### config.mk
export PLATFORM = sky130hd
export DESIGN_NAME = mux_tdm_sampler
export DESIGN_NICKNAME = d
export VERILOG_FILES = /design/src/rtl/mux_tdm_sampler.sv
export SDC_FILE = /design/constraint.sdc
export NUM_CORES = 1
export LEC_CHECK = 0
export ABC_AREA = 1
export BUFFER_PORTS_ARGS = -buffer_cell sky130_fd_sc_hd__buf_2
export CAP_MARGIN = 20
export CORE_MARGIN = 1.5
export CORE_UTILIZATION = 45
export DETAILED_ROUTE_END_ITERATION = 10
export GPL_TIMING_DRIVEN = 0
export HOLD_SLACK_MARGIN = 0.06
export PLACE_DENSITY = 0.64
export SETUP_SLACK_MARGIN = 0.02
export SYNTH_ARGS = -nofsm -noshare
export SYNTH_HDL_FRONTEND = slang
export SYNTH_SLANG_ARGS = --single-unit
### constraint.sdc
create_clock -name clk -period 4.4 [get_ports clk]
set_input_delay 0.44 -clock clk [delete_from_list [all_inputs] [get_ports clk]]
set_output_delay 0.44 -clock clk [all_outputs]
set_load 0.03 [all_outputs]
### src/rtl/mux_tdm_sampler.sv
// rtl/mux_tdm_sampler.sv - two-channel TDM sampler driving a 2:1 mux select, with word handshake.
// Optional registered word parity output enabled by defining MUX_TDM_PARITY_EN.
module mux_tdm_sampler #(
  parameter int WIDTH  = 8,
  parameter int SETTLE = 2
) (
  input  logic             clk,
  input  logic             rst,
  input  logic             en,
  input  logic             y,
  output logic             s,
  output logic [WIDTH-1:0] ch0_data,
  output logic [WIDTH-1:0] ch1_data,
  output logic             valid,
  input  logic             ready,
`ifdef MUX_TDM_PARITY_EN
  output logic             par,
`endif
  output logic             overrun
);

  localparam int BW = (WIDTH > 2) ? $clog2(WIDTH) : 1;
  localparam logic [3:0]    SETTLE_LAST = 4'(SETTLE - 1);
  localparam logic [BW-1:0] BIT_LAST    = BW'(WIDTH - 1);

  typedef enum logic [1:0] {
    ST_IDLE   = 2'd0,
    ST_SETTLE = 2'd1,
    ST_SAMPLE = 2'd2
  } state_t;

  state_t           state_q, state_d;
  logic             s_q, s_d;
  logic [3:0]       settle_q, settle_d;
  logic [BW-1:0]    bit_q, bit_d;
  logic [WIDTH-1:0] sh0_q, sh0_d;
  logic [WIDTH-1:0] sh1_q, sh1_d;
  logic [WIDTH-1:0] ch0_q, ch0_d;
  logic [WIDTH-1:0] ch1_q, ch1_d;
  logic             valid_q, valid_d;
  logic             overrun_q, overrun_d;
  logic             complete;
`ifdef MUX_TDM_PARITY_EN
  logic             par_q, par_d;
`endif

  always_comb begin
    state_d   = state_q;
    s_d       = s_q;
    settle_d  = settle_q;
    bit_d     = bit_q;
    sh0_d     = sh0_q;
    sh1_d     = sh1_q;
    ch0_d     = ch0_q;
    ch1_d     = ch1_q;
    valid_d   = valid_q;
    overrun_d = overrun_q;
    complete  = 1'b0;
`ifdef MUX_TDM_PARITY_EN
    par_d     = par_q;
`endif

    case (state_q)
      ST_IDLE: begin
        if (en) begin
          state_d  = ST_SETTLE;
          s_d      = 1'b0;
          settle_d = '0;
          bit_d    = '0;
        end
      end
      ST_SETTLE: begin
        if (!en) begin
          state_d  = ST_IDLE;
          s_d      = 1'b0;
          settle_d = '0;
          bit_d    = '0;
          sh0_d    = '0;
          sh1_d    = '0;
        end else if (settle_q == SETTLE_LAST) begin
          state_d  = ST_SAMPLE;
          settle_d = '0;
        end else begin
          settle_d = settle_q + 4'd1;
        end
      end
      ST_SAMPLE: begin
        if (!en) begin
          state_d  = ST_IDLE;
          s_d      = 1'b0;
          settle_d = '0;
          bit_d    = '0;
          sh0_d    = '0;
          sh1_d    = '0;
        end else begin
          state_d = ST_SETTLE;
          s_d     = ~s_q;
          if (!s_q) begin
            sh0_d = {sh0_q[WIDTH-2:0], y};
          end else begin
            sh1_d = {sh1_q[WIDTH-2:0], y};
            // A word ends on the channel-1 capture of its last bit.
            if (bit_q == BIT_LAST) begin
              bit_d    = '0;
              complete = 1'b1;
            end else begin
              bit_d = bit_q + BW'(1);
            end
          end
        end
      end
      default: begin
        state_d = ST_IDLE;
        s_d     = 1'b0;
      end
    endcase

    // A pending word blocks a new one unless it is being taken at this same edge.
    if (complete) begin
      if (valid_q && !ready) begin
        overrun_d = 1'b1;
      end else begin
        ch0_d   = sh0_d;
        ch1_d   = sh1_d;
        valid_d = 1'b1;
`ifdef MUX_TDM_PARITY_EN
        par_d   = ^{sh1_d, sh0_d};
`endif
      end
    end else if (valid_q && ready) begin
      valid_d = 1'b0;
    end
  end

  always_ff @(posedge clk or posedge rst) begin
    if (rst) begin
      state_q   <= ST_IDLE;
      s_q       <= 1'b0;
      settle_q  <= '0;
      bit_q     <= '0;
      sh0_q     <= '0;
      sh1_q     <= '0;
      ch0_q     <= '0;
      ch1_q     <= '0;
      valid_q   <= 1'b0;
      overrun_q <= 1'b0;
`ifdef MUX_TDM_PARITY_EN
      par_q     <= 1'b0;
`endif
    end else begin
      state_q   <= state_d;
      s_q       <= s_d;
      settle_q  <= settle_d;
      bit_q     <= bit_d;
      sh0_q     <= sh0_d;
      sh1_q     <= sh1_d;
      ch0_q     <= ch0_d;
      ch1_q     <= ch1_d;
      valid_q   <= valid_d;
      overrun_q <= overrun_d;
`ifdef MUX_TDM_PARITY_EN
      par_q     <= par_d;
`endif
    end
  end

  assign s        = s_q;
  assign ch0_data = ch0_q;
  assign ch1_data = ch1_q;
  assign valid    = valid_q;
  assign overrun  = overrun_q;
`ifdef MUX_TDM_PARITY_EN
  assign par      = par_q;
`endif

endmodule
# Yosys cells after proc, flatten, opt, wreduce, memory -nomap -nowiden

Cells that the tools add are included.

Flip-flop bits (word level): 44
Output and inout bits: 19

Add/sub/neg operators: 2
Equal/unequal tests: 10
Muxes and demuxes: 35
Bitwise operators: 2
Reduce and logical (&&, ||, !) cells: 13

Operator list:

| cell                  | count |
|---|---|
| $mux W8               | 6 |
| $pmux W8 S2           | 2 |
| $mux W4               | 4 |
| $mux W3               | 5 |
| $pmux W4 S3           | 1 |
| $mux W1               | 11 |
| $reduce_and A2 Y1     | 5 |
| $pmux W3 S3           | 1 |
| $ne A2 B2 Y1 const B  | 4 |
| $mux W2               | 3 |
| $ne A3 B3 Y1 const B  | 2 |
| $pmux W2 S3           | 1 |
| $add A4 B1 Y4 const B | 1 |
| $eq A4 B1 Y1 const B  | 1 |
| $reduce_and A4 Y1     | 1 |
| $add A3 B1 Y3 const B | 1 |
| $eq A3 B3 Y1 const B  | 1 |
| $pmux W1 S3           | 1 |
| $reduce_and A3 Y1     | 1 |
| $reduce_bool A3 Y1    | 1 |
| $eq A2 B1 Y1 const B  | 1 |
| $eq A2 B2 Y1 const B  | 1 |
| $logic_and A1 B1 Y1   | 2 |
| $logic_not A2 Y1      | 1 |
| 3 further kinds       | 4 |

# Longest topological paths before layout

Gate-level depths: netlist of the first run.

Depth in word-level cells: 7
Depth in mapped cells: 10
Depth with buffers taken out: 9

# Worst setup path before layout of the first run

No wires, ideal clock.

Path kind: register to register
Start point: register state_q[0]
End point: register ch0_q[0], in the netlist ch0_data[0]
Library setup time: 117 ps
Arrival: 1377 ps
Data required time: 4283 ps
Path slack: 2906 ps
Stages on the path, launching flop included: 11
Buffers on the path: 1
Clock period less this slack: 1494 ps
Cells stage by stage: dfrtp_1 inv_1 ha_1 nand2_4 clkinv_2 nand2_2 nor2_2 nand2_2 buf_2 nand2_1 nand2_1

Word-level cells in the longest chain between the ends: 3
Elaborated cells on any way between the ends: 5

RTL lines:

| element                            | line | RTL |
|---|---|---|
| start: declaration                 | 32   | `state_t state_q, state_d;` |
| start signal: assignment           | 151  | `state_q <= state_d;` |
| $eq A2 B2 Y1                       | 63   | `case (state_q)` |
| $mux W1                            | 63   |  |
| $reduce_and A2 Y1 (no source line) | -    |  |
| end signal: assignment             | 157  | `ch0_q <= ch0_d;` |
| end: declaration                   | 38   | `logic [WIDTH-1:0] ch0_q, ch0_d;` |

Parallel ways exist; a longest one is shown, timed or not.
A chain may end at the register's enable or synchronous reset.

# Final worst setup path of the first run

Start point: register state_q[0]
End point: register ch1_q[2], in the netlist ch1_data[2]

Word-level cells in the longest chain between the ends: 3
Elaborated cells on any way between the ends: 5

RTL lines:

| element                            | line | RTL |
|---|---|---|
| $eq A2 B2 Y1                       | 63   |  |
| $mux W1                            | 63   |  |
| $reduce_and A2 Y1 (no source line) | -    |  |
| end signal: assignment             | 158  | `ch1_q <= ch1_d;` |
| end: declaration                   | 39   | `logic [WIDTH-1:0] ch1_q, ch1_d;` |

Parallel ways exist; a longest one is shown, timed or not.

==> results by group, run 1 <==
Logic synthesis
  – Area share of the largest cell type after synthesis: 0.510
  – Mapped cell area: 0.00216 sq mm
  – Mean instance size in the synthesized netlist: 7.68 sq um
  – Syn Inst Count: 281
  – Leading cell types by total area after synthesis: sky130_fd_sc_hd__dfrtp_1, sky130_fd_sc_hd__nand2_1, sky130_fd_sc_hd__ha_1, sky130_fd_sc_hd__inv_1, sky130_fd_sc_hd__o21ai_0
  – Cell taking the most area after synthesis: sky130_fd_sc_hd__dfrtp_1
  – Total of warnings raised by yosys: 0
  – Sequential share of the synthesized area: 0.510
  – Count of different cell masters after synthesis: 21
  – Synthesized netlist net count: roughly 300
  – Post-synthesis register bit count: 44

CTS
  – Clock Latency Late Sink: roughly 0.30 ns
  – Number of buffers added by the clock tree synthesis step: 5
  – Clock transition at the registers of the reported paths: about 0.08 ns
  – Maximum buffer depth of the clock tree: 2
  – Setup Fix Bufs, Post-CTS: 0
  – Count of hold-fix buffers inserted at cts: 0
  – Root buf cell: sky130_fd_sc_hd__clkbuf_8
  – H-Tree Depth: 2
  – TritonCTS clock tree: yes
  – Count of clock tree sinks: 44
  – Cts repair resizes: 0

Placement
  – Routability congestion estimate: approximately 0.83
  – HPWL after detailed placement: around 3.0 mm
  – Port-buffer cells: 23
  – Post-Place Cell Area: about 0.0024 sq mm

Cells and area
  – Final-stage net count: between 300 and 400
  – Area growth syn-to-layout: 13.7%
  – Number of antenna cells inserted: 0
  – Summed area of non-filler cells in the final layout: ~0.0025 sq mm
  – Number of fill cells in the layout: between 400 and 500
  – Post-layout util: 0.527
  – Fraction of final layout cells sized beyond drive strength 1: 0.147

GRT
  – Number of global-route vias before repair: between 1.5k and 2k
  – Antenna violations before repair: 0
  – Maximum number of pins on one net before global-route repair: 32
  – Global-route wire length before repair: 7.12 mm
  – Gr ovfl total: 0
  – Total global-route track usage: 0.179

Routing
  – Detailed Routing Iterations Pass 1: 4
  – Drc violations: 0
  – Routed Antenna Nets: 0
  – Wire length reported by the detailed router: 4.10 mm
  – Post-DR vias/cell: about 4.7
  – Overall via count from detail_route: roughly 1.7k
  – DRC marker count from the first detailed-route iteration: 110
  – Wire length per cell after detailed routing: between 10 and 15 um

Critical path
  – Kind of launch point of the worst setup path: flop
  – Worst setup slack for register-to-register paths: 2.64 ns
  – Endpoint required time on the critical path: 4.64 ns
  – Biggest fanout along the worst timing path: 10
  – Worst Reg-to-Reg Cells: 10
  – Endpoint class of the critical path: flop
  – Setup CP Type: flop to flop
  – Data arrival time of the critical path: 2.01 ns
  – RR Endpoint: ch1_data[2]$_DFFE_PP0P_
  – Critical register-to-register path startpoint: state_q[0]$_DFFE_PP0P_

Run status
  – Result of the run: finished clean

Timing
  – Hold Fails Final Rpt: 0
  – Fin Clk Skew: about 0.0089 ns
  – Setup repair after global routing missed its margin: no
  – Max Transition Viols Final: 0
  – Relative slew margins: 0.733
  – Final setup TNS: 0 ns
  – Worst hold slack: 0.0786 ns
  – Maximum frequency from static timing analysis: between 0.5 and 0.6 GHz
  – Crit path time final: 1.76 ns
  – Final Setup Violations: 0
  – Worst slew pin tran: about 0.4 ns
  – Final worst-path cycle share: 0.401

Power
  – Worst voltage drop across the vdd grid: between 200 and 250 uV
  – Power density relative to cell area: between 400 and 500 mW/mm^2
  – Cell leakage power: between 1 and 1.5 nW

Die
  – Starting density of the core: 0.463
  – Die area: around 0.0052 sq mm
  – Die extent in x: just over 70 um
  – Floorplan Core Area: 0.00466 sq mm
  – FP Rows: 25
  – I/O pin count: 24
  – Die height: approximately 72 um

Worst hold path
  – Hold WC Path Type: input pin to asynchronous set/reset pin

Flow run
  – Max Cap Violations: 0
==> layout by cell type, fill, tap and decap left out, types with 6 or more instances in the layout <==
cell	n
sky130_fd_sc_hd__clkbuf_8	6
sky130_fd_sc_hd__nor2_1	12
sky130_fd_sc_hd__o21ai_0	15
sky130_fd_sc_hd__buf_2	28
sky130_fd_sc_hd__ha_1	9
sky130_fd_sc_hd__nand2_1	152
sky130_fd_sc_hd__dfrtp_1	44
sky130_fd_sc_hd__nand3_1	6
sky130_fd_sc_hd__inv_1	20
==> layout make-up <==
cell class / instances / area [sq um] / share of cell area
Tap cell: 54 / 67.6 / 0.0275
Multi-Input combinational cell: 207 / 930 / 0.379
Sequential cell: 44 / 1100 / 0.449
Clock inverter: 1 / 7.51 / 0.00306
Timing Repair Buffer: 24 / 135 / 0.0550
Clock buffer: 7 / 86.3 / 0.0352
Inverter: 23 / 87.6 / 0.0357
Buffer: 7 / 40.0 / 0.0163
==> synth_stat cells (all sizes together) <==
master  number
a21o         1
a21oi        2
buf          6
clkbuf       1
clkinv       1
dfrtp       44
ha           9
inv         22
nand2      155
nand3        6
nand3b       2
nand4        1
nor2        14
nor3         2
o21ai       15
==> stage by stage <==
step | power [mW] | worst slack [ns] | std cells
after floorplan | 0.712 | 2.91 | 281
after global placement | 0.793 | 2.33 | 358
after detailed placement | 0.799 | 2.63 | 359
after CTS | 1.07 | 2.61 | 367
after global routing | 1.14 | 2.42 | 367
final | 1.05 | 2.64 | 367
==> layer usage <==
| metal | part of all wire | GRT usage | up-vias | wire [um] |
|---|---|---|---|---|
| li1 | - | - | 914 | - |
| met1 | 0.51 | 0.250 | 759 | 2090 |
| met2 | 0.43 | 0.266 | 34 | 1750 |
| met3 | 0.044 | 0.0472 | 7 | 182 |
| met4 | 0.019 | 0.0692 | 0 | 77 |
| met5 | 0 | 0 | - | 0 |
==> worst max-delay path by stage <==
| stage | start | end | slack, ns | cells after the start |
|---|---|---|---|---|
| floorplan | state_q[0]$_DFFE_PP0P_ | ch0_data[0]$_DFFE_PP0P_ | 2.91 | 10 |
| global placement | rst | ch1_data[6]$_DFFE_PP0P_ | 2.33 | 2 |
| detailed placement | state_q[0]$_DFFE_PP0P_ | ch1_data[2]$_DFFE_PP0P_ | 2.63 | 10 |
| CTS | state_q[0]$_DFFE_PP0P_ | ch1_data[2]$_DFFE_PP0P_ | 2.61 | 10 |
| global route | state_q[0]$_DFFE_PP0P_ | ch1_data[2]$_DFFE_PP0P_ | 2.42 | 10 |
| finish | state_q[0]$_DFFE_PP0P_ | ch1_data[2]$_DFFE_PP0P_ | 2.64 | 10 |
==> flip-flops by register name, summed over array words and instances, names as in the netlist <==
signal    cells
sh1_q         8
state_q       2
ch1_data      8
ch0_data      8
settle_q      4
valid         1
overrun       1
sh0_q         8
s             1
bit_q         3
==> cell families after synthesis <==
| logic type | share of synthesized area |
|---|---|
| AOI/OAI and AO/OA | 0.0429 |
| adders and majority gates | 0.0522 |
| buffers and inverters | 0.0591 |
| DFF | 0.510 |
| and+or+nand+nor | 0.336 |
==> where the power goes <==
group | internal [mW] | switching, mW | leakage (nW) | total, mW
Sequential | 0.431 | 0.0302 | 0.610 | 0.461
Clock | 0.128 | 0.140 | 0.0445 | 0.267
Combinational | 0.0904 | 0.235 | 0.805 | 0.325
Total | 0.649 | 0.405 | 1.46 | 1.05
==> worst max-delay path: stages, from the launching register on <==
cell and delay (ns):
sky130_fd_sc_hd__dfrtp_1 0.43, sky130_fd_sc_hd__inv_1 0.09, sky130_fd_sc_hd__ha_1 0.23, sky130_fd_sc_hd__nand2_4 0.13, sky130_fd_sc_hd__clkinv_2 0.11, sky130_fd_sc_hd__nand2_2 0.11
sky130_fd_sc_hd__nor2_2 0.05, sky130_fd_sc_hd__nand2_2 0.14, sky130_fd_sc_hd__buf_2 0.26, sky130_fd_sc_hd__nand2_1 0.07, sky130_fd_sc_hd__nand2_1 0.07
No activity file was read; power rests on OpenSTA's default activity.
==> run 2: changes to the inputs <==
--- a/config.mk
+++ b/config.mk
@@ -5,7 +5,7 @@
 export SDC_FILE = /design/constraint.sdc
 export NUM_CORES = 1
 export LEC_CHECK = 0
-export ABC_AREA = 1
+export ABC_AREA = 0
 export BUFFER_PORTS_ARGS = -buffer_cell sky130_fd_sc_hd__buf_2
 export CAP_MARGIN = 20
 export CORE_MARGIN = 1.5
==> constraint.sdc (replaced) <==
create_clock -name clk -period 1.7 [get_ports clk]
set_input_delay 0.17 -clock clk [delete_from_list [all_inputs] [get_ports clk]]
set_output_delay 0.17 -clock clk [all_outputs]
set_load 0.03 [all_outputs]
==> results by group, run 2 <==
Logic synthesis
  – Number of synthesized flops with an enable pin: 0 (unchanged)
  – Synthesized netlist net count: 176 (-40%)
  – Most common cell in the synthesized netlist: sky130_fd_sc_hd__dfrtp_1
  – Adder-cell share of the synthesized area: 0.0531 (+0.000923)
  – Total of warnings raised by yosys: 0 (unchanged)
  – Leading cell types by total area after synthesis: sky130_fd_sc_hd__dfrtp_1, sky130_fd_sc_hd__mux2i_1, sky130_fd_sc_hd__mux2_4, sky130_fd_sc_hd__o2bb2ai_1, sky130_fd_sc_hd__ha_1
  – Simple-gate share of the synthesized area: 0.0572 (-0.278)
  – Commonest cells in the netlist: sky130_fd_sc_hd__dfrtp_1, sky130_fd_sc_hd__mux2i_1, sky130_fd_sc_hd__o2bb2ai_1
  – Area share of the largest cell type after synthesis: 0.519 (+0.00903)
  – Count of different cell masters after synthesis: 31 (+48%)
  – Post-synthesis async set-or-reset flop share: 1.00 (unchanged)
  – Mean instance size in the synthesized netlist: 13.1 sq um (+70%)
  – Sequential share of the synthesized area: 0.519 (+0.00903)
  – Post-synthesis register bit count: 44 (unchanged)
  – Combinational family with the most area after synthesis: multiplexers
  – Mapped cell area: 0.00212 sq mm (-1.7%)
  – Complex-gate fraction of the synthesized area: 0.140 (+0.0969)
  – Multiplexer share of the synthesized area: 0.183 (+0.183)
  – Cell taking the most area after synthesis: sky130_fd_sc_hd__dfrtp_1
  – Xor and xnor area share after synthesis: 0 (unchanged)
  – Syn Inst Count: 162 (-42%)
  – Top_reg_cell synth: sky130_fd_sc_hd__dfrtp_1

Critical path
  – Cell repeated most along the worst path: sky130_fd_sc_hd__buf_12
  – Setup CP Type: flop to flop
  – Endpoint class of the critical path: flop
  – CP cell instances: inv_2 -> ha_4 -> buf_6 -> nand4_4 -> nor2b_1 -> buf_4 -> buf_12 -> buf_12 -> mux2_4
  – Buffers plus inverters on the worst setup path: 5 (+2)
  – Cell class contributing the biggest share of worst-path delay: buffers and inverters
  – Endpoint required time on the critical path: 1.88 ns (-2.76 ns)
  – Biggest fanout along the worst timing path: 5 (-5)
  – Kind of launch point of the worst setup path: flop
  – Worst stage delay on the critical path: 0.40 ns (-0.03 ns)
  – Slowest cell on the critical path: sky130_fd_sc_hd__dfrtp_1
  – Data arrival time of the critical path: 1.91 ns (-0.10 ns)

Routing
  – Detailed Routing Iterations Pass 1: 6 (+2)
  – Top layer in use: met4
  – Detailed-route wire length on metal 1: 2.08 mm (-0.53%)
  – Post-DR vias/cell: 5.48 (+17%)
  – Wire length per cell after detailed routing: 16.6 um (+49%)
  – DRC marker count from the first detailed-route iteration: 73 (-34%)
  – Drc violations: 0 (unchanged)
  – Met3 Routed Length: 140 um (-23%)
  – Overall via count from detail_route: 1447 (-16%)
  – Sum of met2 wire segment lengths after detailed routing: 2.12 mm (+21%)
  – Routed Antenna Nets: 0 (unchanged)
  – Wire length reported by the detailed router: 4.40 mm (+7.2%)

Die
  – I/O pin count: 24 (unchanged)
  – Die extent in x: 71.7 um (-0.84%)
  – FP Rows: 24 (-4.0%)
  – Die height: 71.7 um (-0.84%)
  – Die area: 0.00513 sq mm (-1.7%)
  – Floorplan Core Area: 0.00444 sq mm (-4.6%)
  – Starting density of the core: 0.477 (+0.0141)

Timing
  – Hold Fails Final Rpt: 0 (unchanged)
  – Max Transition Viols Final: 0 (unchanged)
  – Worst hold slack: 0.0657 ns (-0.0130 ns)
  – Maximum frequency from static timing analysis: 0.579 GHz (+2.2%)
  – Worst slew pin tran: 0.920 ns (+0.520 ns)
  – Fin Clk Skew: 0.00505 ns (-0.00381 ns)
  – Relative slew margins: 0.386 (-0.348)
  – Worst path setup slack after routing: -0.0263 ns (-2.66 ns)
  – Crit path time final: 1.73 ns (-0.0372 ns)
  – Final worst-path cycle share: 1.02 (+0.615)
  – Setup repair after global routing missed its margin: yes
  – Final Setup Violations: 16 (+16)

Run status
  – Result of the run: finished, violations left
  – Violated checks: setup timing

Cells and area
  – Number of antenna cells inserted: 0 (unchanged)
  – Commonest non-fill, non-tap cells in the layout: sky130_fd_sc_hd__dfrtp_1, sky130_fd_sc_hd__buf_2, sky130_fd_sc_hd__mux2i_1, sky130_fd_sc_hd__buf_4, sky130_fd_sc_hd__o2bb2ai_1
  – Post-layout util: 0.610 (+0.0831)
  – Final-stage net count: 225 (-31%)
  – Area growth syn-to-layout: 27.8%
  – Fraction of final layout cells sized beyond drive strength 1: 0.425 (+0.278)
  – Most common cell after layout, fill and taps aside: sky130_fd_sc_hd__dfrtp_1
  – Number of standard cells in the final layout excluding fillers: 264 (-28%)

CTS
  – Count of clock tree sinks: 44 (unchanged)
  – Clock Latency Late Sink: 0.30 ns (about the same)
  – Root buf cell: sky130_fd_sc_hd__clkbuf_8
  – H-Tree Depth: 2 (unchanged)
  – Count of hold-fix buffers inserted at cts: 0 (unchanged)
  – Clock transition at the registers of the reported paths: 0.08 ns (about the same)
  – Maximum buffer depth of the clock tree: 2 (unchanged)
  – TritonCTS clock tree: yes
  – Number of buffers added by the clock tree synthesis step: 5 (unchanged)

Power
  – Overall power after layout: 2.97 mW (+180%)
  – Worst voltage drop across the vdd grid: 521 uV (+160%)
  – Cell leakage power: 1.26 nW (-14%)
  – Power density relative to cell area: 1090 mW/mm^2 (+150%)

GRT
  – Antenna violations before repair: 0 (unchanged)
  – Total global-route track usage: 0.180 (+0.00124)
  – Maximum number of pins on one net before global-route repair: 45 (+41%)
  – Number of global-route vias before repair: 1457 (-5.1%)
  – Global-route wire length before repair: 7.07 mm (-0.67%)
  – Gr ovfl total: 0 (unchanged)

Placement
  – Cell count after placement: 237 (-34%)
  – Port-buffer cells: 23 (unchanged)
  – Routability congestion estimate: 0.689 (-17%)
  – HPWL after detailed placement: 2.66 mm (-10%)

Flow run
  – Max Cap Violations: 0 (unchanged)

Worst hold path
  – Hold WC Path Type: input pin to asynchronous set/reset pin
==> run 2: cells by family (layout without fill, tap and decap cells) <==
group	count (synthesis)	after routing
buffers and inverters	16	66
AND/OR/NAND/NOR	22	22
multiplexers	33	33
flip-flops	44	44
adder cells (fa/ha/maj)	9	9
AO/OA/AOI/OAI	38	38
==> run 2: final timing paths <==
check	startpoint	to	slack (ns)	cells after the start
max	state_q[0]$_DFFE_PP0P_	ch1_data[5]$_DFFE_PP0P_	-0.03	9
min	rst	bit_q[1]$_DFFE_PP0P_	0.07	2
max reg2reg	state_q[0]$_DFFE_PP0P_	ch1_data[5]$_DFFE_PP0P_	-0.03	9
min reg2reg	overrun$_DFFE_PP0P_	overrun$_DFFE_PP0P_	0.49	1
max in group asynchronous	rst	state_q[1]$_DFFE_PP0P_	1.01	2
min in group clk	ready	valid$_DFFE_PP0P_	0.15	3
==> run 2: metrics by stage <==
stage / TNS (ns) / setup slack (ns) / area [sq um]
global placement: -1.03 / -0.103 / 2320
finish: -0.261 / -0.0263 / 2710
floorplan: 0 / 0.00666 / 2140
global route: -1.40 / -0.0938 / 2710
CTS: -0.637 / -0.0689 / 2620
detailed placement: -1.44 / -0.140 / 2320
==> run 2: timing repair <==
action	CTS	global route
gates cloned	1	0
gates resized for setup	13	12
setup endpoints to repair	16	21
pin swaps	4	6
setup buffers	13	6
==> run 2: area by class of cell <==
| cell class | count | area (sq um) |
|---|---|---|
| inverters | 8 | 30.0 |
| clock buffers | 7 | 86.3 |
| fillers | 378 | 1730 |
| well taps | 52 | 65.1 |
| multi-input cells | 102 | 1020 |
| clock inverters | 1 | 7.51 |
| repair buffers | 42 | 312 |
| flip-flops and latches | 44 | 1100 |
| plain buffers | 8 | 87.6 |
==> run 2: worst reg2reg max path: stages (launching register included) <==
cell                      delay, ns
sky130_fd_sc_hd__dfrtp_1       0.40
sky130_fd_sc_hd__inv_2         0.09
sky130_fd_sc_hd__ha_4          0.13
sky130_fd_sc_hd__buf_6         0.10
sky130_fd_sc_hd__nand4_4       0.10
sky130_fd_sc_hd__nor2b_1       0.12
sky130_fd_sc_hd__buf_4         0.14
sky130_fd_sc_hd__buf_12        0.11
sky130_fd_sc_hd__buf_12        0.11
sky130_fd_sc_hd__mux2_4        0.30
==> run 2: routing by layer <==
metal,vias up,track usage
li1,689,-
met1,725,0.246
met2,28,0.283
met3,5,0.0422
met4,0,0.0629
met5,-,0
==> run 2: power by group <==
part	leakage (nW)	switching [mW]	total, mW	internal, mW
combinational	0.606	0.619	1.12	0.500
clock	0.0445	0.359	0.689	0.330
sequential	0.610	0.0549	1.16	1.10
==> run 3: changes to the inputs <==
--- a/config.mk
+++ b/config.mk
@@ -13,8 +13,10 @@
 export DETAILED_ROUTE_END_ITERATION = 10
 export GPL_TIMING_DRIVEN = 0
 export HOLD_SLACK_MARGIN = 0.06
+export MAX_ROUTING_LAYER = met4
 export PLACE_DENSITY = 0.64
 export SETUP_SLACK_MARGIN = 0.02
+export SLEW_MARGIN = 20
 export SYNTH_ARGS = -nofsm -noshare
 export SYNTH_HDL_FRONTEND = slang
 export SYNTH_SLANG_ARGS = --single-unit
==> results by group, run 3 (synthesized netlist as in run 2, its figures left out) <==
Power
  – Cell leakage power: 1.26 nW (-0.13%)
  – Worst voltage drop across the vdd grid: 479 uV (-8.1%)
  – Power density relative to cell area: 1110 mW/mm^2 (+1.1%)

CTS
  – TritonCTS clock tree: yes
  – Root buf cell: sky130_fd_sc_hd__clkbuf_8
  – Count of clock tree sinks: 44 (unchanged)
  – Maximum buffer depth of the clock tree: 2 (unchanged)
  – Clock transition at the registers of the reported paths: 0.08 ns (about the same)
  – Clock Latency Late Sink: 0.29 ns (about the same)
  – H-Tree Depth: 2 (unchanged)
  – Number of buffers added by the clock tree synthesis step: 5 (unchanged)

Cells and area
  – Area taken by flip-flops and latches: 0.00110 sq mm (unchanged)
  – Area occupied by multi-input gates: 0.00104 sq mm (+2.5%)
  – Number of standard cells in the final layout excluding fillers: 261 (-1.1%)
  – Final-stage net count: 224 (-0.44%)
  – Fraction of final layout cells sized beyond drive strength 1: 0.426 (+0.00131)
  – Commonest non-fill, non-tap cells in the layout: sky130_fd_sc_hd__dfrtp_1, sky130_fd_sc_hd__buf_2, sky130_fd_sc_hd__buf_4, sky130_fd_sc_hd__mux2i_1, sky130_fd_sc_hd__mux2_4
  – Area growth syn-to-layout: 27.4%
  – Summed area of non-filler cells in the final layout: 0.00270 sq mm (-0.32%)
  – Most common cell after layout, fill and taps aside: sky130_fd_sc_hd__dfrtp_1
  – Number of antenna cells inserted: 0 (unchanged)
  – Number of fill cells in the layout: 375 (-0.79%)

Die
  – I/O pin count: 24 (unchanged)
  – Die area: 0.00513 sq mm (unchanged)
  – Die extent in x: 71.7 um (unchanged)
  – FP Rows: 24 (unchanged)
  – Die height: 71.7 um (unchanged)
  – Starting density of the core: 0.477 (unchanged)
  – Floorplan Core Area: 0.00444 sq mm (unchanged)

Routing
  – Drc violations: 0 (unchanged)
  – Wire length per cell after detailed routing: 16.2 um (-2.6%)
  – Detailed Routing Iterations Pass 1: 6 (unchanged)
  – Wire length reported by the detailed router: 4.23 mm (-3.7%)
  – Overall via count from detail_route: 1392 (-3.8%)
  – DRC marker count from the first detailed-route iteration: 99 (+36%)
  – Routed Antenna Nets: 0 (unchanged)
  – Post-DR vias/cell: 5.33 (-2.7%)

Timing
  – Relative slew margins: 0.719 (+0.333)
  – Max Transition Viols Final: 0 (unchanged)
  – Setup repair after global routing missed its margin: yes
  – Hold Fails Final Rpt: 0 (unchanged)
  – Final Setup Violations: 0 (-16)
  – Maximum frequency from static timing analysis: 0.608 GHz (+4.9%)
  – Crit path time final: 1.65 ns (-0.0810 ns)
  – Worst path setup slack after routing: 0.0547 ns (+0.0810 ns)
  – Fin Clk Skew: 0.00248 ns (-0.00257 ns)
  – Worst slew pin tran: 0.420 ns (-0.500 ns)
  – Final setup TNS: 0 ns (+0.261 ns)
  – Final worst-path cycle share: 0.968 (-0.0476)

Worst hold path
  – Endpoint of the worst hold-timing path: valid$_DFFE_PP0P_
  – WHS Path Cells: 3
  – Critical hold path startpoint: ready
  – Hold WC Path Type: input pin to flop

Critical path
  – Endpoint class of the critical path: flop
  – Worst Reg-to-Reg Cells: 7 (-2)
  – Biggest fanout along the worst timing path: 10 (+5)
  – Data arrival time of the critical path: 1.82 ns (-0.09 ns)
  – RR Endpoint: ch1_data[6]$_DFFE_PP0P_
  – Worst setup slack for register-to-register paths: 0.05 ns (+0.08 ns)
  – Setup CP Type: flop to flop
  – Kind of launch point of the worst setup path: flop
  – Endpoint required time on the critical path: 1.88 ns (about the same)
  – Critical register-to-register path startpoint: state_q[0]$_DFFE_PP0P_

Placement
  – Routability congestion estimate: 0.696 (+1.0%)
  – Cell count after placement: 238 (+0.42%)
  – HPWL after detailed placement: 2.70 mm (+1.6%)
  – Port-buffer cells: 23 (unchanged)
  – Post-Place Cell Area: 0.00234 sq mm (+0.86%)
  – Pre-CTS setup slack: -0.171 ns (-0.0312 ns)

GRT
  – Global-route wire length before repair: 7.11 mm (+0.58%)
  – Gr ovfl total: 0 (unchanged)
  – Number of global-route vias before repair: 1432 (-1.7%)
  – Total global-route track usage: 0.185 (+0.00471)
  – Maximum number of pins on one net before global-route repair: 36 (-20%)
  – Antenna violations before repair: 0 (unchanged)

Run status
  – Result of the run: finished clean

Flow run
  – Max Cap Violations: 0 (unchanged)
[run 3: cell types whose count changed in the layout (fill, tap and decap cells not counted), sizes merged]
cell / delta
buf: -2
bufinv: +1
clkbuf: -2
clkinvlp: -1
dlygate4sd3: +1
[run 3: timing repair]
action / in CTS / in global routing
pin swaps: 2 / 4
hold endpoints to repair: 9 / 0
buffers inserted: 12 / 8
endpoints found under the setup margin: 16 / 18
cloned: 1 / 0
resized for setup: 12 / 18
hold buffers: 1 / 0
[run 3: how the worst max path moves through the flow]
stage                                 startpoint                 endpoint  cells after the start
after detailed placement  state_q[0]$_DFFE_PP0P_  ch0_data[0]$_DFFE_PP0P_                      8
after floorplan           state_q[0]$_DFFE_PP0P_  ch0_data[0]$_DFFE_PP0P_                      8
after global routing      state_q[0]$_DFFE_PP0P_  settle_q[3]$_DFFE_PP0P_                      7
after global placement    state_q[0]$_DFFE_PP0P_  ch1_data[7]$_DFFE_PP0P_                      8
final                     state_q[0]$_DFFE_PP0P_  ch1_data[6]$_DFFE_PP0P_                      7
after CTS                   bit_q[1]$_DFFE_PP0P_  ch0_data[3]$_DFFE_PP0P_                      8
[run 3: layer usage]
layer  global-route usage  wire length (um)
met5                    -                 0
met4               0.0503                44
met3               0.0338                92
met2                0.277              2040
met1                0.260              2060
[run 3: critical path, cell delays in order, from the launching register on]
cell	delay (ns)
sky130_fd_sc_hd__dfrtp_1	0.37
sky130_fd_sc_hd__inv_2	0.06
sky130_fd_sc_hd__buf_4	0.14
sky130_fd_sc_hd__ha_4	0.25
sky130_fd_sc_hd__nand3_4	0.12
sky130_fd_sc_hd__buf_4	0.21
sky130_fd_sc_hd__o2bb2ai_1	0.11
sky130_fd_sc_hd__mux2_4	0.27
[run 3: cell type report]
class	instances	share of cell area
repair buffers	43	0.114
well taps	52	0.0241
multi-input cells	102	0.387
clock buffers	5	0.0255
clock inverters	1	0.0111
plain buffers	6	0.0195
flip-flops and latches	44	0.408
inverters	8	0.0111
[run 3: metrics by stage]
stage / hold slack [ns] / power, mW / utilization
after floorplan: 0.334 / 1.77 / -
after CTS: 0.155 / 2.83 / 0.595
after global placement: 0.451 / 1.91 / 0.522
after global routing: 0.178 / 3.15 / 0.608
final: 0.169 / 2.99 / 0.608
after detailed placement: 0.113 / 1.95 / 0.526
[run 3: report_power, final]
part	total [mW]	internal, mW	switching [mW]
combinational	1.07	0.476	0.592
sequential	1.17	1.10	0.0626
clock	0.755	0.422	0.333
total	2.99	2.00	0.987
